**src/rtl/parking_pkg.sv**
```systemverilog
// parking_pkg: state, command, result, mode and counter-select codes shared by the parking gate controller
package parking_pkg;
    typedef logic [2:0] state_t;
    localparam state_t ST_IDLE       = 3'd0;
    localparam state_t ST_EVAL       = 3'd1;
    localparam state_t ST_ADMIN_WAIT = 3'd2;
    localparam state_t ST_ADMIN_EVAL = 3'd3;
    localparam state_t ST_COMMIT     = 3'd4;
    localparam state_t ST_GATE       = 3'd5;
    localparam state_t ST_REPORT     = 3'd6;
    localparam logic [1:0] MODE_ENTER      = 2'd0;
    localparam logic [1:0] MODE_EXIT       = 2'd1;
    localparam logic [1:0] MODE_RESTRICT   = 2'd2;
    localparam logic [1:0] MODE_UNRESTRICT = 2'd3;
    localparam logic [2:0] ACT_NONE       = 3'd0;
    localparam logic [2:0] ACT_ALT        = 3'd1;
    localparam logic [2:0] ACT_CHOSEN     = 3'd2;
    localparam logic [2:0] ACT_EXIT       = 3'd3;
    localparam logic [2:0] ACT_RESTRICT   = 3'd4;
    localparam logic [2:0] ACT_UNRESTRICT = 3'd5;
    localparam logic [2:0] RES_ADMIN_OK   = 3'd0;
    localparam logic [2:0] RES_OK_CHOSEN  = 3'd1;
    localparam logic [2:0] RES_OK_ALT     = 3'd2;
    localparam logic [2:0] RES_OK_EXIT    = 3'd3;
    localparam logic [2:0] RES_FULL       = 3'd4;
    localparam logic [2:0] RES_DENIED     = 3'd5;
    localparam logic [2:0] RES_RESTRICTED = 3'd6;
    localparam logic [2:0] RES_TIMEOUT    = 3'd7;
    localparam logic [1:0] SEL_SPEC  = 2'd0;
    localparam logic [1:0] SEL_NORM0 = 2'd1;
    localparam logic [1:0] SEL_FLR1  = 2'd2;
    localparam logic [1:0] SEL_NONE  = 2'd3;
    typedef struct packed {
        logic [2:0] act;
        logic [1:0] sel;
        logic [2:0] res;
    } decision_t;
    function automatic decision_t decide(input logic [2:0] act, input logic [1:0] sel, input logic [2:0] res);
        return '{act: act, sel: sel, res: res};
    endfunction
endpackage

```
**src/rtl/parking_gate_ctrl_if.sv**
```systemverilog
// parking_gate_ctrl_if: gate request, lookup-block status/command and completion signals
interface parking_gate_ctrl_if;
    logic        req;
    logic [27:0] req_id;
    logic [1:0]  req_mode;
    logic        req_flr;
    logic        id_valid, id_special, chosen_flr_full, alternative_flr_full;
    logic        adminId_valid, id_restricted, id_exists, user_in_floor;
    logic [27:0] ID;
    logic [1:0]  MODE;
    logic        chosen_flr;
    logic [2:0]  action_taken;
    logic [2:0]  remain_flr_spec_0, remain_flr_norm_0, remain_flr_1;
    logic        gate_open, busy, done;
    logic [2:0]  result;
    modport master (
        output req, req_id, req_mode, req_flr,
        output id_valid, id_special, chosen_flr_full, alternative_flr_full,
        output adminId_valid, id_restricted, id_exists, user_in_floor,
        input  ID, MODE, chosen_flr, action_taken,
        input  remain_flr_spec_0, remain_flr_norm_0, remain_flr_1,
        input  gate_open, busy, done, result
    );
    modport slave (
        input  req, req_id, req_mode, req_flr,
        input  id_valid, id_special, chosen_flr_full, alternative_flr_full,
        input  adminId_valid, id_restricted, id_exists, user_in_floor,
        output ID, MODE, chosen_flr, action_taken,
        output remain_flr_spec_0, remain_flr_norm_0, remain_flr_1,
        output gate_open, busy, done, result
    );
endinterface

```
**src/rtl/floor_slot_counter.sv**
```systemverilog
// floor_slot_counter: free-slot count for one floor, starts full at CAP and saturates at 0 and CAP
module floor_slot_counter #(
    parameter int CAP = 7
) (
    input  logic       CLK,
    input  logic       RST,
    input  logic       dec,
    input  logic       inc,
    output logic [2:0] cnt
);
    always_ff @(posedge CLK) begin
        if (RST) cnt <= 3'(CAP);
        else if (dec && cnt != 3'd0) cnt <= cnt - 3'd1;
        else if (inc && cnt != 3'(CAP)) cnt <= cnt + 3'd1;
    end
endmodule

```
**src/rtl/parking_gate_ctrl.sv**
```systemverilog
// parking_gate_ctrl: sequences one gate request through the lookup block, owns the slot counters and gate timer.
// PARKING_ADMIN_TIMEOUT_EN: when defined, an admin request waiting ADMIN_TIMEOUT cycles for its target ends with TIMEOUT.
module parking_gate_ctrl #(
    parameter int SPEC_CAP      = 2,
    parameter int NORM0_CAP     = 5,
    parameter int FLR1_CAP      = 7,
    parameter int GATE_CYCLES   = 8,
    parameter int ADMIN_TIMEOUT = 64
) (
    input logic CLK,
    input logic RST,
    parking_gate_ctrl_if.slave bus
);
    import parking_pkg::*;
`ifdef PARKING_ADMIN_TIMEOUT_EN
    localparam bit TIMEOUT_EN = 1'b1;
`else
    localparam bit TIMEOUT_EN = 1'b0;
`endif
    localparam int GW = $clog2(GATE_CYCLES + 1);
    localparam int TW = $clog2(ADMIN_TIMEOUT + 1);
    state_t state, state_n;
    logic [27:0] id_q;
    logic [1:0] mode_q;
    logic flr_q;
    decision_t dec_q, dec_n;
    logic [GW-1:0] gate_cnt;
    logic [TW-1:0] wait_cnt;
    logic [2:0] spec_rem, norm0_rem, flr1_rem;
    logic is_admin, timed_out, gate_done, commit, take, give;
    assign is_admin  = mode_q == MODE_RESTRICT || mode_q == MODE_UNRESTRICT;
    assign timed_out = TIMEOUT_EN && wait_cnt == TW'(ADMIN_TIMEOUT - 1);
    assign gate_done = gate_cnt == GW'(GATE_CYCLES - 1);
    // Lookup flags are judged straight off the latched ID/MODE/floor in EVAL and ADMIN_EVAL.
    always_comb begin
        dec_n = decide(ACT_NONE, SEL_NONE, RES_DENIED);
        if (state == ST_ADMIN_EVAL)
            dec_n = bus.id_exists ? decide(mode_q == MODE_RESTRICT ? ACT_RESTRICT : ACT_UNRESTRICT, SEL_NONE, RES_ADMIN_OK) : dec_n;
        else if (mode_q == MODE_ENTER) begin
            if (bus.id_special)
                dec_n = spec_rem != 3'd0 ? decide(ACT_CHOSEN, SEL_SPEC, RES_OK_CHOSEN) : decide(ACT_NONE, SEL_NONE, RES_FULL);
            else if (bus.id_valid)
                dec_n = !bus.chosen_flr_full ? decide(ACT_CHOSEN, flr_q ? SEL_FLR1 : SEL_NORM0, RES_OK_CHOSEN)
                      : !bus.alternative_flr_full ? decide(ACT_ALT, flr_q ? SEL_NORM0 : SEL_FLR1, RES_OK_ALT)
                      : decide(ACT_NONE, SEL_NONE, RES_FULL);
            else if (bus.id_restricted)
                dec_n = decide(ACT_NONE, SEL_NONE, RES_RESTRICTED);
        end else if (mode_q == MODE_EXIT && (bus.id_special || bus.id_valid))
            dec_n = decide(ACT_EXIT, bus.id_special ? SEL_SPEC : bus.user_in_floor ? SEL_FLR1 : SEL_NORM0, RES_OK_EXIT);
    end
    always_comb begin
        state_n = ST_IDLE;
        case (state)
            ST_IDLE:       state_n = bus.req ? ST_EVAL : ST_IDLE;
            ST_EVAL:       state_n = is_admin ? (bus.adminId_valid ? ST_ADMIN_WAIT : ST_REPORT)
                                              : (dec_n.act != ACT_NONE ? ST_COMMIT : ST_REPORT);
            ST_ADMIN_WAIT: state_n = bus.req ? ST_ADMIN_EVAL : timed_out ? ST_REPORT : ST_ADMIN_WAIT;
            ST_ADMIN_EVAL: state_n = dec_n.act != ACT_NONE ? ST_COMMIT : ST_REPORT;
            ST_COMMIT:     state_n = dec_q.sel == SEL_NONE ? ST_REPORT : ST_GATE;
            ST_GATE:       state_n = gate_done ? ST_REPORT : ST_GATE;
            default:       state_n = ST_IDLE;
        endcase
    end
    always_ff @(posedge CLK) begin
        if (RST) begin
            state    <= ST_IDLE;
            id_q     <= '0;
            mode_q   <= '0;
            flr_q    <= 1'b0;
            dec_q    <= decide(ACT_NONE, SEL_NONE, RES_ADMIN_OK);
            gate_cnt <= '0;
            wait_cnt <= '0;
        end else begin
            state <= state_n;
            if (state == ST_IDLE && bus.req) begin
                id_q   <= bus.req_id;
                mode_q <= bus.req_mode;
                flr_q  <= bus.req_flr;
            end
            if (state == ST_ADMIN_WAIT && bus.req) id_q <= bus.req_id;
            if (state == ST_EVAL || state == ST_ADMIN_EVAL) dec_q <= dec_n;
            if (state == ST_ADMIN_WAIT && !bus.req && timed_out) dec_q.res <= RES_TIMEOUT;
            gate_cnt <= state == ST_GATE ? gate_cnt + 1'b1 : '0;
            wait_cnt <= state == ST_ADMIN_WAIT ? wait_cnt + 1'b1 : '0;
        end
    end
    // Counters move on the edge that closes COMMIT; admin grants select no counter.
    assign commit = state == ST_COMMIT;
    assign take   = commit && dec_q.act != ACT_EXIT;
    assign give   = commit && dec_q.act == ACT_EXIT;
    floor_slot_counter #(.CAP(SPEC_CAP)) u_spec (
        .CLK(CLK), .RST(RST),
        .dec(take && dec_q.sel == SEL_SPEC), .inc(give && dec_q.sel == SEL_SPEC), .cnt(spec_rem)
    );
    floor_slot_counter #(.CAP(NORM0_CAP)) u_norm0 (
        .CLK(CLK), .RST(RST),
        .dec(take && dec_q.sel == SEL_NORM0), .inc(give && dec_q.sel == SEL_NORM0), .cnt(norm0_rem)
    );
    floor_slot_counter #(.CAP(FLR1_CAP)) u_flr1 (
        .CLK(CLK), .RST(RST),
        .dec(take && dec_q.sel == SEL_FLR1), .inc(give && dec_q.sel == SEL_FLR1), .cnt(flr1_rem)
    );
    assign bus.ID                = id_q;
    assign bus.MODE              = mode_q;
    assign bus.chosen_flr        = flr_q;
    assign bus.action_taken      = commit ? dec_q.act : ACT_NONE;
    assign bus.remain_flr_spec_0 = spec_rem;
    assign bus.remain_flr_norm_0 = norm0_rem;
    assign bus.remain_flr_1      = flr1_rem;
    assign bus.gate_open         = state == ST_GATE;
    assign bus.busy              = state != ST_IDLE;
    assign bus.done              = state == ST_REPORT;
    assign bus.result            = dec_q.res;
endmodule
```
**src/flat_wrapper.sv**
```systemverilog
// flat-port wrapper written by rule: the top's interface ports become plain ports
module parking_gate_ctrl_flat import parking_pkg::*;
#(
    parameter int SPEC_CAP      = 2,
    parameter int NORM0_CAP     = 5,
    parameter int FLR1_CAP      = 7,
    parameter int GATE_CYCLES   = 8,
    parameter int ADMIN_TIMEOUT = 64
)
  (CLK, RST, bus_req, bus_req_id, bus_req_mode, bus_req_flr, bus_id_valid, bus_id_special, bus_chosen_flr_full, bus_alternative_flr_full, bus_adminId_valid, bus_id_restricted, bus_id_exists, bus_user_in_floor, bus_ID, bus_MODE, bus_chosen_flr, bus_action_taken, bus_remain_flr_spec_0, bus_remain_flr_norm_0, bus_remain_flr_1, bus_gate_open, bus_busy, bus_done, bus_result);
  parking_gate_ctrl_if bus_i ();
  input logic CLK;
  input logic RST;
  input wire logic [$bits(bus_i.req)-1:0] bus_req;
  input wire logic [$bits(bus_i.req_id)-1:0] bus_req_id;
  input wire logic [$bits(bus_i.req_mode)-1:0] bus_req_mode;
  input wire logic [$bits(bus_i.req_flr)-1:0] bus_req_flr;
  input wire logic [$bits(bus_i.id_valid)-1:0] bus_id_valid;
  input wire logic [$bits(bus_i.id_special)-1:0] bus_id_special;
  input wire logic [$bits(bus_i.chosen_flr_full)-1:0] bus_chosen_flr_full;
  input wire logic [$bits(bus_i.alternative_flr_full)-1:0] bus_alternative_flr_full;
  input wire logic [$bits(bus_i.adminId_valid)-1:0] bus_adminId_valid;
  input wire logic [$bits(bus_i.id_restricted)-1:0] bus_id_restricted;
  input wire logic [$bits(bus_i.id_exists)-1:0] bus_id_exists;
  input wire logic [$bits(bus_i.user_in_floor)-1:0] bus_user_in_floor;
  output wire logic [$bits(bus_i.ID)-1:0] bus_ID;
  output wire logic [$bits(bus_i.MODE)-1:0] bus_MODE;
  output wire logic [$bits(bus_i.chosen_flr)-1:0] bus_chosen_flr;
  output wire logic [$bits(bus_i.action_taken)-1:0] bus_action_taken;
  output wire logic [$bits(bus_i.remain_flr_spec_0)-1:0] bus_remain_flr_spec_0;
  output wire logic [$bits(bus_i.remain_flr_norm_0)-1:0] bus_remain_flr_norm_0;
  output wire logic [$bits(bus_i.remain_flr_1)-1:0] bus_remain_flr_1;
  output wire logic [$bits(bus_i.gate_open)-1:0] bus_gate_open;
  output wire logic [$bits(bus_i.busy)-1:0] bus_busy;
  output wire logic [$bits(bus_i.done)-1:0] bus_done;
  output wire logic [$bits(bus_i.result)-1:0] bus_result;
  assign bus_i.req = bus_req;
  assign bus_i.req_id = bus_req_id;
  assign bus_i.req_mode = bus_req_mode;
  assign bus_i.req_flr = bus_req_flr;
  assign bus_i.id_valid = bus_id_valid;
  assign bus_i.id_special = bus_id_special;
  assign bus_i.chosen_flr_full = bus_chosen_flr_full;
  assign bus_i.alternative_flr_full = bus_alternative_flr_full;
  assign bus_i.adminId_valid = bus_adminId_valid;
  assign bus_i.id_restricted = bus_id_restricted;
  assign bus_i.id_exists = bus_id_exists;
  assign bus_i.user_in_floor = bus_user_in_floor;
  assign bus_ID = bus_i.ID;
  assign bus_MODE = bus_i.MODE;
  assign bus_chosen_flr = bus_i.chosen_flr;
  assign bus_action_taken = bus_i.action_taken;
  assign bus_remain_flr_spec_0 = bus_i.remain_flr_spec_0;
  assign bus_remain_flr_norm_0 = bus_i.remain_flr_norm_0;
  assign bus_remain_flr_1 = bus_i.remain_flr_1;
  assign bus_gate_open = bus_i.gate_open;
  assign bus_busy = bus_i.busy;
  assign bus_done = bus_i.done;
  assign bus_result = bus_i.result;
  parking_gate_ctrl #(.SPEC_CAP(SPEC_CAP), .NORM0_CAP(NORM0_CAP), .FLR1_CAP(FLR1_CAP), .GATE_CYCLES(GATE_CYCLES), .ADMIN_TIMEOUT(ADMIN_TIMEOUT)) u_core (.CLK(CLK), .RST(RST), .bus(bus_i));
endmodule
```
**config.mk**
```make
export PLATFORM = sky130hd
export DESIGN_NAME = parking_gate_ctrl_flat
export DESIGN_NICKNAME = d
export VERILOG_FILES = /design/src/rtl/parking_pkg.sv /design/src/rtl/parking_gate_ctrl_if.sv /design/src/rtl/floor_slot_counter.sv /design/src/rtl/parking_gate_ctrl.sv /design/src/flat_wrapper.sv
export SDC_FILE = /design/constraint.sdc
export NUM_CORES = 1
export LEC_CHECK = 0
export BUFFER_PORTS_ARGS = -buffer_cell sky130_fd_sc_hd__buf_2
export CAP_MARGIN = 20
export CORE_MARGIN = 3
export CORE_UTILIZATION = 45
export CTS_CLUSTER_DIAMETER = 200
export CTS_CLUSTER_SIZE = 30
export DETAILED_ROUTE_END_ITERATION = 16
export GPL_ROUTABILITY_DRIVEN = 0
export PLACE_DENSITY = 0.79
export SETUP_SLACK_MARGIN = 0.5
export SLEW_MARGIN = 0
export SYNTH_ARGS = -nofsm -noshare
export SYNTH_HDL_FRONTEND = slang
export SYNTH_SLANG_ARGS = --single-unit
```
**constraint.sdc**
```tcl
create_clock -name CLK -period 2.49 [get_ports CLK]
set_input_delay 0.6225 -clock CLK [delete_from_list [all_inputs] [get_ports CLK]]
set_output_delay 0.6225 -clock CLK [all_outputs]
set_load 0.01 [all_outputs]
```
* Word level (Yosys, flattened, before mapping)
Cells that the tools add are included.
** Word-level totals
- Register bits after elaboration :: 55
- Bits in latches :: 0
- Bits in writable memories :: 0
- ROM bits :: 0
- Input port bits :: 42
- Logic and storage cells :: 102
- Memories kept :: 0
** Operators by class
- Add/subtract/negate cells :: 7
- $mul :: 0
- Divide/modulo/power cells :: 0
- Magnitude comparators :: 0
- Equal/unequal tests :: 18
- Shift-type cells :: 0
- Mux-type cells :: 32
- Bitwise logic cells :: 1
- Reductions and logical operators :: 33
** Operators with widths (number)
- 2-to-1 mux 28 bit :: 2
- 2-to-1 mux 8 bit :: 6
- 2-to-1 mux 3 bit :: 9
- case mux 3 bit (6 select lines) :: 1
- logical AND 1 bit :: 17
- 2-to-1 mux 2 bit :: 8
- nonzero test 3 bit :: 5
- 2-to-1 mux 7 bit :: 2
- adder 3 x 1 -> 3 bit, second input constant :: 3
- == test 3 x 2 -> 1 bit, second input constant :: 3
- == test 3 bit, second input constant :: 3
- subtractor 3 x 1 -> 3 bit, second input constant :: 3
- == test 2 bit, second input constant :: 4
- nonzero test 2 bit :: 4
- 2-to-1 mux 6 bit :: 1
- != test 3 x 2 -> 1 bit, second input constant :: 2
- != test 3 bit, second input constant :: 2
- adder 4 x 1 -> 4 bit, second input constant :: 1
- == test 2 x 1 -> 1 bit, second input constant :: 2
- == test 4 x 3 -> 1 bit, second input constant :: 1
- logical NOT 2 bit :: 2
- == test 3 x 1 -> 1 bit, second input constant :: 1
- logical NOT 3 bit :: 1
- logical OR 1 bit :: 3
- 3 further kinds :: 5

* Longest topological paths before layout
- Depth in word-level cells :: 11
- Mapped depth :: 9

* Hierarchy
From an unflattened synthesis, not the netlist that was laid out.
** Unflattened totals
- Cells, all modules :: 351
- Area, all modules :: 2752.6 µm²
** Modules (own cells, without submodules)
- parking_gate_ctrl :: instances 1, cells an instance 260, area each 2000.7 µm², sequential area each 920.9 µm²
- floor_slot_counter (u_core.u_flr1) :: instances 1, cells an instance 33, area each 274.0 µm², sequential area each 60.1 µm²
- floor_slot_counter (u_core.u_norm0) :: instances 1, cells an instance 32, area each 257.7 µm², sequential area each 60.1 µm²
- floor_slot_counter (u_core.u_spec) :: instances 1, cells an instance 26, area each 220.2 µm², sequential area each 60.1 µm²

* Worst setup path before layout
OpenSTA, ideal clock, no wires.
- Path type :: flip-flop to flip-flop
- From :: register u_core.state[1]
- To :: register u_core.u_norm0.cnt[2]
- Arrival time :: 2.209 ns
- Setup slack :: 0.167 ns
- Cell stages (with the launch flop) :: 10
- Path buffers :: 1
- Clock period less this slack :: 2.323 ns
- Cells stage by stage :: dfxtp_1 nor3b_4 and3b_1 buf_6 o311ai_0 fa_1 nor4bb_1 a31oi_1 a31o_1 a21o_1
** On the way
- Cells in the longest elaborated chain, start to end :: 5
- Elaborated cells on any way between the ends :: 9
- Classes of those cells :: 1 x eq/ne; 1 x mux; 7 x reduce/logical
** RTL lines
- start, declared :: RTL line parking_gate_ctrl.sv:22 : state_t state, state_n;
- start signal, assigned :: RTL line parking_gate_ctrl.sv:74 : state <= state_n;
- == test 3 bit * :: RTL line parking_gate_ctrl.sv:88 : assign commit = state == ST_COMMIT;
- logical AND 1 bit (on tied branches) :: RTL line parking_gate_ctrl.sv:89, parking_gate_ctrl.sv:90
- logical AND 1 bit :: RTL line parking_gate_ctrl.sv:97 : .dec(take && dec_q.sel == SEL_NORM0), .inc(give && dec_q.sel == SEL_NORM0), .cnt(norm0_rem)
- logical AND 1 bit (on tied branches) :: RTL line floor_slot_counter.sv:13, floor_slot_counter.sv:14
- 2-to-1 mux 3 bit or nonzero test 2 bit (tied branches)
- end signal, assigned :: RTL line floor_slot_counter.sv:12 : if (RST) cnt <= 3'(CAP);
- end signal, assigned :: RTL line floor_slot_counter.sv:13 : else if (dec && cnt != 3'd0) cnt <= cnt - 3'd1;
- end signal, assigned :: RTL line floor_slot_counter.sv:14 : else if (inc && cnt != 3'(CAP)) cnt <= cnt + 3'd1;
- end, declared :: RTL line floor_slot_counter.sv:9 : output logic [2:0] cnt
Every way passes the cells marked *; elsewhere a longest branch is shown, timed or not.
A chain may end at the register's enable or synchronous reset.

* Worst setup path in the final report
- From :: register u_core.state[0]
- To :: register u_core.u_spec.cnt[2]
** On the way
- Cells in the longest elaborated chain, start to end :: 5
- Elaborated cells on any way between the ends :: 9
- Classes of those cells :: 1 x eq/ne; 1 x mux; 7 x reduce/logical
** RTL lines
- == test 3 bit * :: RTL line parking_gate_ctrl.sv:88
- logical AND 1 bit (on tied branches) :: RTL line parking_gate_ctrl.sv:89, parking_gate_ctrl.sv:90
- logical AND 1 bit :: RTL line parking_gate_ctrl.sv:93 : .dec(take && dec_q.sel == SEL_SPEC), .inc(give && dec_q.sel == SEL_SPEC), .cnt(spec_rem)
- logical AND 1 bit (on tied branches) :: RTL line floor_slot_counter.sv:13, floor_slot_counter.sv:14
- 2-to-1 mux 3 bit or nonzero test 2 bit (tied branches)
- end signal, assigned :: RTL line floor_slot_counter.sv:12
- end signal, assigned :: RTL line floor_slot_counter.sv:13
- end signal, assigned :: RTL line floor_slot_counter.sv:14
- end, declared :: RTL line floor_slot_counter.sv:9
Marks and branches as above.

==> reports/results.ini <==
[run_status]
status=finished, final reports clean

[clocking]
cts_hold_buf=0
cts_buffers=5
clockRootBuffer=clkbuf_8
cts_tree=done
cts.clk_slew.worst_paths_ns=0.10
insertion_delay_ns=0.31
htreeDepth=2
cts.sinks=55
cts_buffer_depth=2

[cells_and_area]
utilization=0.595
drive_gt1_frac=0.325
fin_area_um2=3360
area_growth_pct=25.2
n_antenna_cell=0
finalNetCount=463
nFillCells=509
seq_area_um2=1100
multiInputGateArea_um2=1460
finalNonFillerCells=490

[setup_path]
worstPathArrival_ns=2.39
r2r_start=u_core.state[0]
rr_worst_depth=7
worstSetupPathType=register to register
reg2reg_to=u_core.u_spec.cnt[2]
cp_max_fo=4
worstPathRequired_ns=2.69
start_kind=register
reg2reg_slack_ns=0.30
crit_start=u_core.state[0]
critPathCaptureType=register

[placed_design]
port_buffers=90
place_hpwl_um=4770
placed_cells=478
place_area_um2=3180

[grt]
antenna_found_initial=0
grt-ovfl-total=0
grt_use_total=0.182
grt_pass1_vias=2434
grt_max_degree=37
grt_first_pass_wirelength_um=10700

[timing]
fin_worst_skew_ns=0.00613
setup_violations=0
slew_headroom=0.555
max_slew.worst_pin.slew_ns=0.667
max_freq_mhz=456
worst_hold_slack_ns=0.456
final_max_slew_viol_count=0
period_needed_ns=2.19
fin_setup_tns_ns=0
hold_violations=0
finalCritPeriodShare=0.880
grt_setup_unrepaired=yes

[synth]
synth_cell_types=56
synth_seq_cells=55
avgSynthCellArea_um2=8.08
ys_top_cells_by_count=nand2_1, dfxtp_1, a21oi_1, nor2_1
synthesis.nets=378
synthArstFlopShare=0
ys_seq_area_frac=0.410
yosys.cell_count.top_type=nand2_1
yosysTopAreaCell=dfxtp_1
synth_warnings=0
synth_top_area_frac=0.410
synth_edf_count=0
synth_ff_type=dfxtp_1
synth_area_leaders=dfxtp_1, nand2_1, a21oi_1
syn-cell-area_um2=2680
synthCells=332

[pwr]
p_sw_uw=595
ir_drop_v=0.000345
p_per_area_nw_per_um2=574
combinationalPowerShare=0.222
clkPwrFrac=0.262
p_seq_frac=0.516
p_int_uw=1330
switching_share=0.309
leakage_uw=0.00152

[routing]
dr.pass1.iters=4
wl_per_cell_um=13.2
vias=2617
wl_um=6460
drtAntennaViolNets=0
vias_per_cell=5.34
drt_iter0_markers=191
drc=0

[die]
ios=91
die_h_um=83.2
core-area_um2=5640
dieArea_um2=6920
core.rowCount=27
die_w_um=83.2
start_util=0.475

[worst_hold_path]
hold_depth=2
worstHoldStart=u_core.bus.ID[11]
worstHoldPathType=register to register
worstHoldEndpoint=u_core.bus.ID[11]

[run]
max-cap-violations=0

==> registers in the layout (all words and copies together) (netlist names), 3 cells and up <==
signal,cells
u_core.dec_q,5
u_core.state,3
u_core.bus.result,3
u_core.u_spec.cnt,3
u_core.u_norm0.cnt,3
u_core.u_flr1.cnt,3
u_core.gate_cnt,4
u_core.bus.ID,28
==> power by group through the flow <==
| stage | combinational, uW | sequential [uW] | clock, uW |
|---|---|---|---|
| after floorplan | 260 | 1030 | 0 |
| after global placement | 411 | 1010 | 0 |
| after detailed placement | 416 | 1010 | 0 |
| after CTS | 422 | 994 | 523 |
| after global routing | 481 | 1000 | 556 |
| final | 428 | 995 | 504 |
==> what timing repair did <==
item                       CTS  global route
setup buffers                2             2
hold endpoints to repair     0             0
pin swaps                    6             3
gates resized for setup      6             9
setup endpoints to repair    4            10
==> metrics by stage <==
stage | total power [uW] | setup slack (ns)
6_report | 1930 | 0.298
5_1_grt | 2040 | 0.214
4_1_cts | 1940 | 0.302
3_5_place_dp | 1430 | 0.241
3_3_place_gp | 1420 | 0.280
2_1_floorplan | 1290 | 0.276
==> cell families (layout without fill, tap and decap cells) <==
| logic type | after synthesis | in the layout | synth area share |
|---|---|---|---|
| adders and majority gates | 4 | 4 | 0.0271 |
| AOI/OAI and AO/OA | 91 | 91 | 0.207 |
| DFF | 55 | 55 | 0.410 |
| and+or+nand+nor | 139 | 139 | 0.257 |
| muxes | 5 | 5 | 0.0191 |
| xor gates and xnor gates | 4 | 4 | 0.0131 |
| buffers and inverters | 34 | 120 | 0.0662 |
==> worst max-delay path by stage <==
stage                     cells after the start              endpoint  slack (ns)
after CTS                                     7  u_core.u_spec.cnt[2]        0.30
after detailed placement                      7  u_core.u_spec.cnt[2]        0.24
after global routing                          7  u_core.u_spec.cnt[2]        0.21
after floorplan                               7  u_core.u_spec.cnt[2]        0.28
after global placement                        7  u_core.u_spec.cnt[2]        0.28
final                                         7  u_core.u_spec.cnt[2]        0.30
==> layer usage <==
metal / GRT usage / share of wire / vias to the layer above
met4: 0.0357 / 0 / 0
met3: 0.0655 / 0.10 / 0
met1: 0.224 / 0.42 / 1196
met2: 0.308 / 0.47 / 117
met5: 0 / 0 / -
li1: - / - / 1304
==> area by class of cell <==
type | instances | area share
Inverter | 9 | 0.0101
Clock buffer | 5 | 0.0205
Tap cell | 72 | 0.0268
Multi-Input combinational cell | 243 | 0.434
Clock inverter | 3 | 0.00745
Sequential cell | 55 | 0.329
Timing Repair Buffer | 103 | 0.172
==> worst max-delay path, cell delays in order (launching register included) <==
cell and delay [ns]:
dfxtp_2 0.35, nor3b_4 0.25, nand2_2 0.08, or3_4 0.38, fa_2 0.35, a211o_1 0.25
a21oi_2 0.12, mux2_1 0.31
==> placed cells by master (no fill, tap or decap), drive strengths merged, types with 3 or more instances in the layout <==
cell,count
buf,103
nand2,72
dfxtp,55
a21oi,46
nor2,23
o21ai,14
inv,9
a31oi,6
nand3b,6
nor2b,5
clkbuf,5
nor3,4
nand2b,4
a211o,4
nand3,4
a21o,4
mux2i,4
and3b,4
nor3b,4
and2,3
xnor2,3
fa,3
or3,3
(Power assumes the default switching activity.)
